**src/rtl/core_ctrl_pkg.sv**
```systemverilog
// core_ctrl shared definitions: state codes, inst bit map, idle word.
// Imported by the controller and its fetch sequencer.
package core_ctrl_pkg;

   typedef logic [3:0] state_t;

   localparam state_t S_IDLE    = 4'd0;
   localparam state_t S_WFETCH  = 4'd1;
   localparam state_t S_WLOAD   = 4'd2;
   localparam state_t S_WSETTLE = 4'd3;
   localparam state_t S_AFETCH  = 4'd4;
   localparam state_t S_EXEC    = 4'd5;
   localparam state_t S_ACC_R   = 4'd6;
   localparam state_t S_ACC_W   = 4'd7;
   localparam state_t S_DONE    = 4'd8;

   localparam int INST_W = 34;
   localparam int AF_W   = 11;

   localparam int B_ACC  = 33;
   localparam int B_CENP = 32;
   localparam int B_WENP = 31;
   localparam int B_APH  = 30;
   localparam int B_APL  = 20;
   localparam int B_CENX = 19;
   localparam int B_WENX = 18;
   localparam int B_AXH  = 17;
   localparam int B_AXL  = 7;
   localparam int B_OFRD = 6;
   localparam int B_L0RD = 3;
   localparam int B_L0WR = 2;
   localparam int B_EXEC = 1;
   localparam int B_LOAD = 0;

   localparam logic [INST_W-1:0] IDLE_INST =
      (34'd1 << B_CENP) | (34'd1 << B_WENP) |
      (34'd1 << B_CENX) | (34'd1 << B_WENX);

endpackage

```
**src/rtl/core_ctrl_fetch.sv**
```systemverilog
// mem_fetch_seq: xmem read counter plus the one-cycle-late L0 write strobe.
// Shared by the weight and activation fetch phases.
module mem_fetch_seq #(
   parameter int addr_w = 11
) (
   input  logic              clk,
   input  logic              reset,
   input  logic              i_run,
   input  logic [addr_w-1:0] i_base,
   input  logic [7:0]        i_len,
   output logic              o_rd,
   output logic              o_wr,
   output logic              o_last,
   output logic [addr_w-1:0] o_addr
);

   logic [7:0] r_cnt;
   logic       r_rd_d;

   assign o_rd   = (r_cnt < i_len);
   assign o_last = (r_cnt == i_len);
   assign o_wr   = r_rd_d;
   assign o_addr = i_base + addr_w'(r_cnt);

   // Count read slots; the delayed read strobe covers SRAM read latency.
   always_ff @(posedge clk) begin
      if (!reset) begin
         r_cnt  <= '0;
         r_rd_d <= 1'b0;
      end else begin
         r_cnt  <= (i_run && !o_last) ? r_cnt + 8'd1 : 8'd0;
         r_rd_d <= i_run & o_rd;
      end
   end

endmodule

```
**src/rtl/core_ctrl.sv**
```systemverilog
// core_ctrl: sequences weight load, activation execute and psum accumulate
// over kij passes, emitting one registered core instruction per cycle.
module core_ctrl
   import core_ctrl_pkg::*;
#(
   parameter int row    = 8,
   parameter int col    = 8,
   parameter int addr_w = 11
) (
   input  logic              clk,
   input  logic              reset,
   input  logic              start,
   input  logic [addr_w-1:0] w_base,
   input  logic [addr_w-1:0] x_base,
   input  logic [addr_w-1:0] p_base,
   input  logic [7:0]        act_len,
   input  logic [3:0]        kij_num,
   input  logic              ofifo_valid,
   output logic [33:0]       inst,
   output logic              busy,
   output logic              done
);

   localparam logic [7:0]        ROW8  = 8'(row);
   localparam logic [7:0]        COL8  = 8'(col);
   localparam logic [addr_w-1:0] ROW_A = addr_w'(row);

   state_t              r_state;
   logic [7:0]          r_cnt;
   logic [3:0]          r_k;
   logic [addr_w-1:0]   r_wb;
   logic [addr_w-1:0]   r_xb;
   logic [addr_w-1:0]   r_pb;
   logic [7:0]          r_len;
   logic [3:0]          r_kn;

   state_t              w_nstate;
   logic [7:0]          w_ncnt;
   logic [3:0]          w_nk;
   logic [33:0]         w_inst;
   logic                w_done;
   logic                w_wph;
   logic                w_frun;
   logic [addr_w-1:0]   w_fbase;
   logic [7:0]          w_flen;
   logic                w_frd;
   logic                w_fwr;
   logic                w_flast;
   logic [addr_w-1:0]   w_faddr;
   logic [addr_w-1:0]   w_paddr;

   assign w_wph   = (r_state == S_WFETCH);
   assign w_frun  = w_wph || (r_state == S_AFETCH);
   assign w_fbase = w_wph ? r_wb + addr_w'(r_k) * ROW_A
                          : r_xb + addr_w'(r_k) * addr_w'(r_len);
   assign w_flen  = w_wph ? ROW8 : r_len;
   assign w_paddr = r_pb + addr_w'(r_cnt);

   mem_fetch_seq #(.addr_w(addr_w)) u_fetch (
      .clk    (clk),
      .reset  (reset),
      .i_run  (w_frun),
      .i_base (w_fbase),
      .i_len  (w_flen),
      .o_rd   (w_frd),
      .o_wr   (w_fwr),
      .o_last (w_flast),
      .o_addr (w_faddr)
   );

   // Next state, counters and the instruction this state issues.
   always_comb begin
      w_nstate = r_state;
      w_ncnt   = r_cnt;
      w_nk     = r_k;
      w_inst   = IDLE_INST;
      w_done   = 1'b0;
      case (r_state)
         S_IDLE: begin
            if (start) begin
               w_ncnt   = '0;
               w_nk     = '0;
               w_nstate = (act_len == 8'd0 || kij_num == 4'd0)
                          ? S_DONE : S_WFETCH;
            end
         end
         S_WFETCH, S_AFETCH: begin
            if (w_frd) begin
               w_inst[B_CENX]        = 1'b0;
               w_inst[B_AXH:B_AXL]   = AF_W'(w_faddr);
            end
            w_inst[B_L0WR] = w_fwr;
            if (w_flast) begin
               w_ncnt   = '0;
               w_nstate = w_wph ? S_WLOAD : S_EXEC;
            end
         end
         S_WLOAD: begin
            w_inst[B_L0RD] = 1'b1;
            w_inst[B_LOAD] = 1'b1;
            w_ncnt = r_cnt + 8'd1;
            if (r_cnt == ROW8 - 8'd1) begin
               w_ncnt   = '0;
               w_nstate = S_WSETTLE;
            end
         end
         S_WSETTLE: begin
            w_ncnt = r_cnt + 8'd1;
            if (r_cnt == COL8 - 8'd1) begin
               w_ncnt   = '0;
               w_nstate = S_AFETCH;
            end
         end
         S_EXEC: begin
            w_inst[B_L0RD] = 1'b1;
            w_inst[B_EXEC] = 1'b1;
            w_ncnt = r_cnt + 8'd1;
            if (r_cnt == r_len - 8'd1) begin
               w_ncnt   = '0;
               w_nstate = S_ACC_R;
            end
         end
         S_ACC_R: begin
            if (ofifo_valid) begin
               w_inst[B_OFRD] = 1'b1;
               if (r_k != 4'd0) begin
                  w_inst[B_CENP]      = 1'b0;
                  w_inst[B_APH:B_APL] = AF_W'(w_paddr);
               end
               w_nstate = S_ACC_W;
            end
         end
         S_ACC_W: begin
            w_inst[B_CENP]      = 1'b0;
            w_inst[B_WENP]      = 1'b0;
            w_inst[B_ACC]       = (r_k != 4'd0);
            w_inst[B_APH:B_APL] = AF_W'(w_paddr);
            w_ncnt   = r_cnt + 8'd1;
            w_nstate = S_ACC_R;
            if (r_cnt == r_len - 8'd1) begin
               w_ncnt = '0;
               if ({1'b0, r_k} + 5'd1 < {1'b0, r_kn}) begin
                  w_nk     = r_k + 4'd1;
                  w_nstate = S_WFETCH;
               end else begin
                  w_nstate = S_DONE;
               end
            end
         end
         S_DONE: begin
            w_done   = 1'b1;
            w_nstate = S_IDLE;
         end
         default: w_nstate = S_IDLE;
      endcase
   end

   // State, counters, config latch and registered outputs.
   always_ff @(posedge clk) begin
      if (!reset) begin
         r_state <= S_IDLE;
         r_cnt   <= '0;
         r_k     <= '0;
         r_wb    <= '0;
         r_xb    <= '0;
         r_pb    <= '0;
         r_len   <= '0;
         r_kn    <= '0;
         inst    <= IDLE_INST;
         busy    <= 1'b0;
         done    <= 1'b0;
      end else begin
         r_state <= w_nstate;
         r_cnt   <= w_ncnt;
         r_k     <= w_nk;
         inst    <= w_inst;
         busy    <= (w_nstate != S_IDLE);
         done    <= w_done;
         if (r_state == S_IDLE && start) begin
            r_wb  <= w_base;
            r_xb  <= x_base;
            r_pb  <= p_base;
            r_len <= act_len;
            r_kn  <= kij_num;
         end
      end
   end

endmodule

```
**config.mk**
```make
export PLATFORM = sky130hd
export DESIGN_NAME = core_ctrl
export DESIGN_NICKNAME = d
export VERILOG_FILES = /design/src/rtl/core_ctrl_pkg.sv /design/src/rtl/core_ctrl_fetch.sv /design/src/rtl/core_ctrl.sv
export SDC_FILE = /design/constraint.sdc
export NUM_CORES = 1
export LEC_CHECK = 0
export BUFFER_PORTS_ARGS = -buffer_cell sky130_fd_sc_hd__buf_4
export CORE_ASPECT_RATIO = 2
export CORE_UTILIZATION = 50
export CTS_CLUSTER_DIAMETER = 50
export DETAILED_ROUTE_END_ITERATION = 7
export GPL_TIMING_DRIVEN = 1
export PLACE_DENSITY = 0.72
export SYNTH_ARGS = -nofsm -noshare
export SYNTH_HDL_FRONTEND = slang
export SYNTH_SLANG_ARGS = --single-unit
```
**constraint.sdc**
```tcl
create_clock -name clk -period 5.65 [get_ports clk]
set_input_delay 0.8475 -clock clk [delete_from_list [all_inputs] [get_ports clk]]
set_output_delay 0.8475 -clock clk [all_outputs]
set_load 0.01 [all_outputs]
```
==> metrics.txt <==
# TYPE chip_impl_metric gauge
chip_impl_metric{name="finalNetCount",unit=""} 983
chip_impl_metric{name="max_slew.worst_pin.slew",unit="ps"} 1010
chip_impl_metric{name="peakVddDrop",unit="mV"} 0.153
chip_impl_metric{name="post_synth_num_cell_types",unit=""} 57
chip_impl_metric{name="postCtsHoldBufs",unit=""} 0
chip_impl_metric{name="hold_viol_final",unit=""} 0
chip_impl_metric{name="data_arrival_time_of_the_worst_path",unit="ps"} 5400
chip_impl_metric{name="wirelength",unit="um"} 16100
chip_impl_metric{name="fin_worst_hold_slack",unit="ps"} 433
chip_impl_info{name="reg2reg_from",value="r_k[2]"} 1
chip_impl_metric{name="clkSlewWorstSetupHoldPaths",unit="ps"} 70
chip_impl_metric{name="detailed_place.area",unit="sq mm"} 0.00715
chip_impl_metric{name="chipWidth",unit="um"} 82.5
chip_impl_metric{name="postSynthAreaPerCell",unit="sq um"} 8.07
chip_impl_metric{name="top_cell_type_s_share_of_synthesized_area",unit=""} 0.318
chip_impl_metric{name="cts-resized-gates",unit=""} 0
chip_impl_metric{name="dr_wl_cell",unit="um"} 15.9
chip_impl_metric{name="synth-warning-count",unit=""} 0
chip_impl_metric{name="timing_max_transition_violations_final",unit=""} 0
chip_impl_info{name="critPathLaunchType",value="flop"} 1
chip_impl_metric{name="timing.max_slew.rel_slack",unit=""} 0.327
chip_impl_metric{name="grt_antenna_before_repair",unit=""} 0
chip_impl_metric{name="fin_skew",unit="ps"} 5.49
chip_impl_info{name="outcome",value="complete, no violations"} 1
chip_impl_metric{name="die_height",unit="um"} 163
chip_impl_metric{name="fin_crit_sh",unit=""} 0.906
chip_impl_metric{name="grt_use_total",unit=""} 0.255
chip_impl_metric{name="place_worst_setup_slack",unit="ps"} 569
chip_impl_metric{name="num_vias",unit=""} 5588
chip_impl_info{name="tritoncts_clock_tree",value="built"} 1
chip_impl_metric{name="via_per_inst",unit=""} 5.52
chip_impl_metric{name="floorplan.initialDensity",unit=""} 0.513
chip_impl_metric{name="layout_cell_share_with_drive_strength_beyond_1",unit=""} 0.135
chip_impl_metric{name="post-route-min-period",unit="ps"} 5120
chip_impl_info{name="synth_top_flop_cell",value="dfxtp_1"} 1
chip_impl_metric{name="cts.path.max_buffers",unit=""} 2
chip_impl_metric{name="clock_sinks",unit=""} 103
chip_impl_info{name="synthTopCellsByArea",value="dfxtp_1, ha_1, nand2_1"} 1
chip_impl_metric{name="setup-violations-final",unit=""} 0
chip_impl_info{name="worstHoldPathType",value="flop to flop"} 1
chip_impl_metric{name="grt-ovfl-total",unit=""} 0
chip_impl_metric{name="mappedNetlistArea",unit="sq mm"} 0.00648
chip_impl_metric{name="grt_max_degree",unit=""} 54
chip_impl_metric{name="final_core_utilization",unit=""} 0.590
chip_impl_info{name="ys_top_cells_by_count",value="nand2_1, dfxtp_1, a21oi_1"} 1
chip_impl_metric{name="die-area",unit="sq mm"} 0.0135
chip_impl_metric{name="gp_routability_congestion",unit=""} 0.926
chip_impl_metric{name="yosys_register_bits",unit=""} 103
chip_impl_info{name="critical_path.endpoint_type",value="flop"} 1
chip_impl_info{name="rsz0062_at_grt",value="no"} 1
chip_impl_metric{name="vias_in_the_first_global_route",unit=""} 5547
chip_impl_metric{name="buffer_ports.inserted",unit=""} 81
chip_impl_metric{name="insertion_delay",unit="ps"} 360
chip_impl_metric{name="power-per-cell-area",unit="mW/mm^2"} 247
chip_impl_metric{name="htree_levels",unit=""} 3
chip_impl_info{name="post-synth-top-area-cell",value="dfxtp_1"} 1
chip_impl_metric{name="synth-edff-count",unit=""} 0
chip_impl_info{name="worstHoldStart",value="u_fetch.o_wr"} 1
chip_impl_metric{name="io_pins",unit=""} 85
chip_impl_metric{name="detailed_place_hpwl",unit="um"} 12200
chip_impl_metric{name="top_achievable_clock_speed",unit="GHz"} 0.195
chip_impl_metric{name="synth_async_sr_flop_share",unit=""} 0
chip_impl_metric{name="power_leakage",unit="nW"} 3.35
chip_impl_metric{name="required",unit="ps"} 5930
chip_impl_metric{name="cts_inserted_buffers",unit=""} 9
chip_impl_info{name="worst_setup_path_startpoint",value="r_k[2]"} 1
chip_impl_metric{name="rows",unit=""} 58
chip_impl_metric{name="first_pass_iters",unit=""} 5
chip_impl_metric{name="area_growth",unit="%"} 14.9
chip_impl_metric{name="grt_first_pass_wirelength",unit="um"} 25700
chip_impl_metric{name="core_area",unit="sq mm"} 0.0126
chip_impl_info{name="root_buffer",value="clkbuf_16"} 1
chip_impl_metric{name="drc",unit=""} 0
chip_impl_metric{name="worst-path-max-fanout",unit=""} 16
chip_impl_info{name="worstSetupPathType",value="flop to flop"} 1
chip_impl_info{name="synth_most_common_cell",value="nand2_1"} 1
chip_impl_metric{name="maxCapViolations",unit=""} 0
chip_impl_metric{name="layout_setup_ws",unit="ps"} 532
chip_impl_metric{name="final_design_area_no_fill",unit="sq mm"} 0.00745
chip_impl_metric{name="seq_total_area_yosys",unit=""} 0.318
chip_impl_metric{name="drt_first_iter_violations",unit=""} 162
chip_impl_metric{name="post_cts_buffers",unit=""} 0
chip_impl_metric{name="ant_nets",unit=""} 0
chip_impl_metric{name="num_antenna_cells",unit=""} 0
chip_impl_metric{name="tns",unit="ps"} 0
chip_impl_metric{name="synth_cells",unit=""} 803
flip-flops by register name, summed over array words and instances (netlist names):
register / flops
r_state: 4
inst: 31
done: 1
r_len: 8
u_fetch.r_cnt: 8
r_xb: 11
r_wb: 11
r_pb: 11
r_kn: 4
busy: 1
r_cnt: 8
u_fetch.o_wr: 1
r_k: 4
area by class of cell:
class / count / area, sq um
well taps: 150 / 188
clock inverters: 7 / 77.6
multi-input cells: 600 / 4050
clock buffers: 9 / 225
flip-flops and latches: 103 / 2060
repair buffers: 84 / 631
inverters: 59 / 221
fillers: 1182 / 5180
worst max-delay path: stages (launching register included):
cell and delay [ps]:
dfxtp_1 620, nand2_1 140, fa_1 520, fa_1 510, fa_1 510, inv_1 40, ha_1 340, a21o_1 190
a21oi_1 250, o21bai_1 100, a21oi_1 170, xor2_1 80, a21oi_1 200, ha_1 240, or3_1 120, o21ai_0 60
a21oi_1 220, o211ai_1 150, or3b_2 460, a21oi_1 120
per-layer routing:
layer  share of wire  track usage  vias to the layer above
met5               0            0                        -
met4           0.058        0.162                        0
met3           0.033       0.0397                       52
met2            0.55        0.477                      154
met1            0.36        0.244                     2615
li1                -            -                     2767
report_power, final:
group          internal, W  switching (W)  leakage (nW)  total (W)
clock             0.000350       0.000309         0.147   0.000659
combinational     0.000151       0.000218          2.37   0.000369
sequential        0.000766      0.0000501         0.838   0.000816
total              0.00127       0.000577          3.35    0.00184
per-stage QoR:
stage	std cells	power, W
2_1_floorplan	804	0.00108
3_3_place_gp	996	0.00119
3_5_place_dp	996	0.00120
4_1_cts	1012	0.00185
5_1_grt	1012	0.00193
6_report	1012	0.00184
cells in the final DEF (no fill, tap or decap), drive strengths merged, types with 6 or more instances in the layout:
cell / n
o21a: 7
mux2i: 6
clkbuf: 9
nor2b: 7
dfxtp: 103
nor3: 10
nor2: 66
nand4: 8
xnor2: 29
nor4: 10
o21bai: 8
buf: 84
nand2: 139
o21ai: 24
a21o: 10
fa: 23
nand3: 13
a211oi: 9
and3: 10
inv: 63
a21oi: 75
xor2: 23
ha: 54
and2: 22
path summary, 6_finish.rpt:
| check | end | slack, ps | depth (start not counted) |
|---|---|---|---|
| max | inst[17] | 530 | 19 |
| min | inst[2] | 430 | 1 |
| max reg2reg | inst[17] | 530 | 19 |
| min reg2reg | inst[2] | 430 | 1 |
cells by family after synthesis:
logic type,count (synthesis),synth area share
buffers and inverters,101,0.0604
other,2,0.00116
AOI/OAI and AO/OA,160,0.152
DFF,103,0.318
xor gates and xnor gates,52,0.0714
adders and majority gates,77,0.175
muxes,8,0.0127
and+or+nand+nor,300,0.209
(Power assumes the default switching activity.)
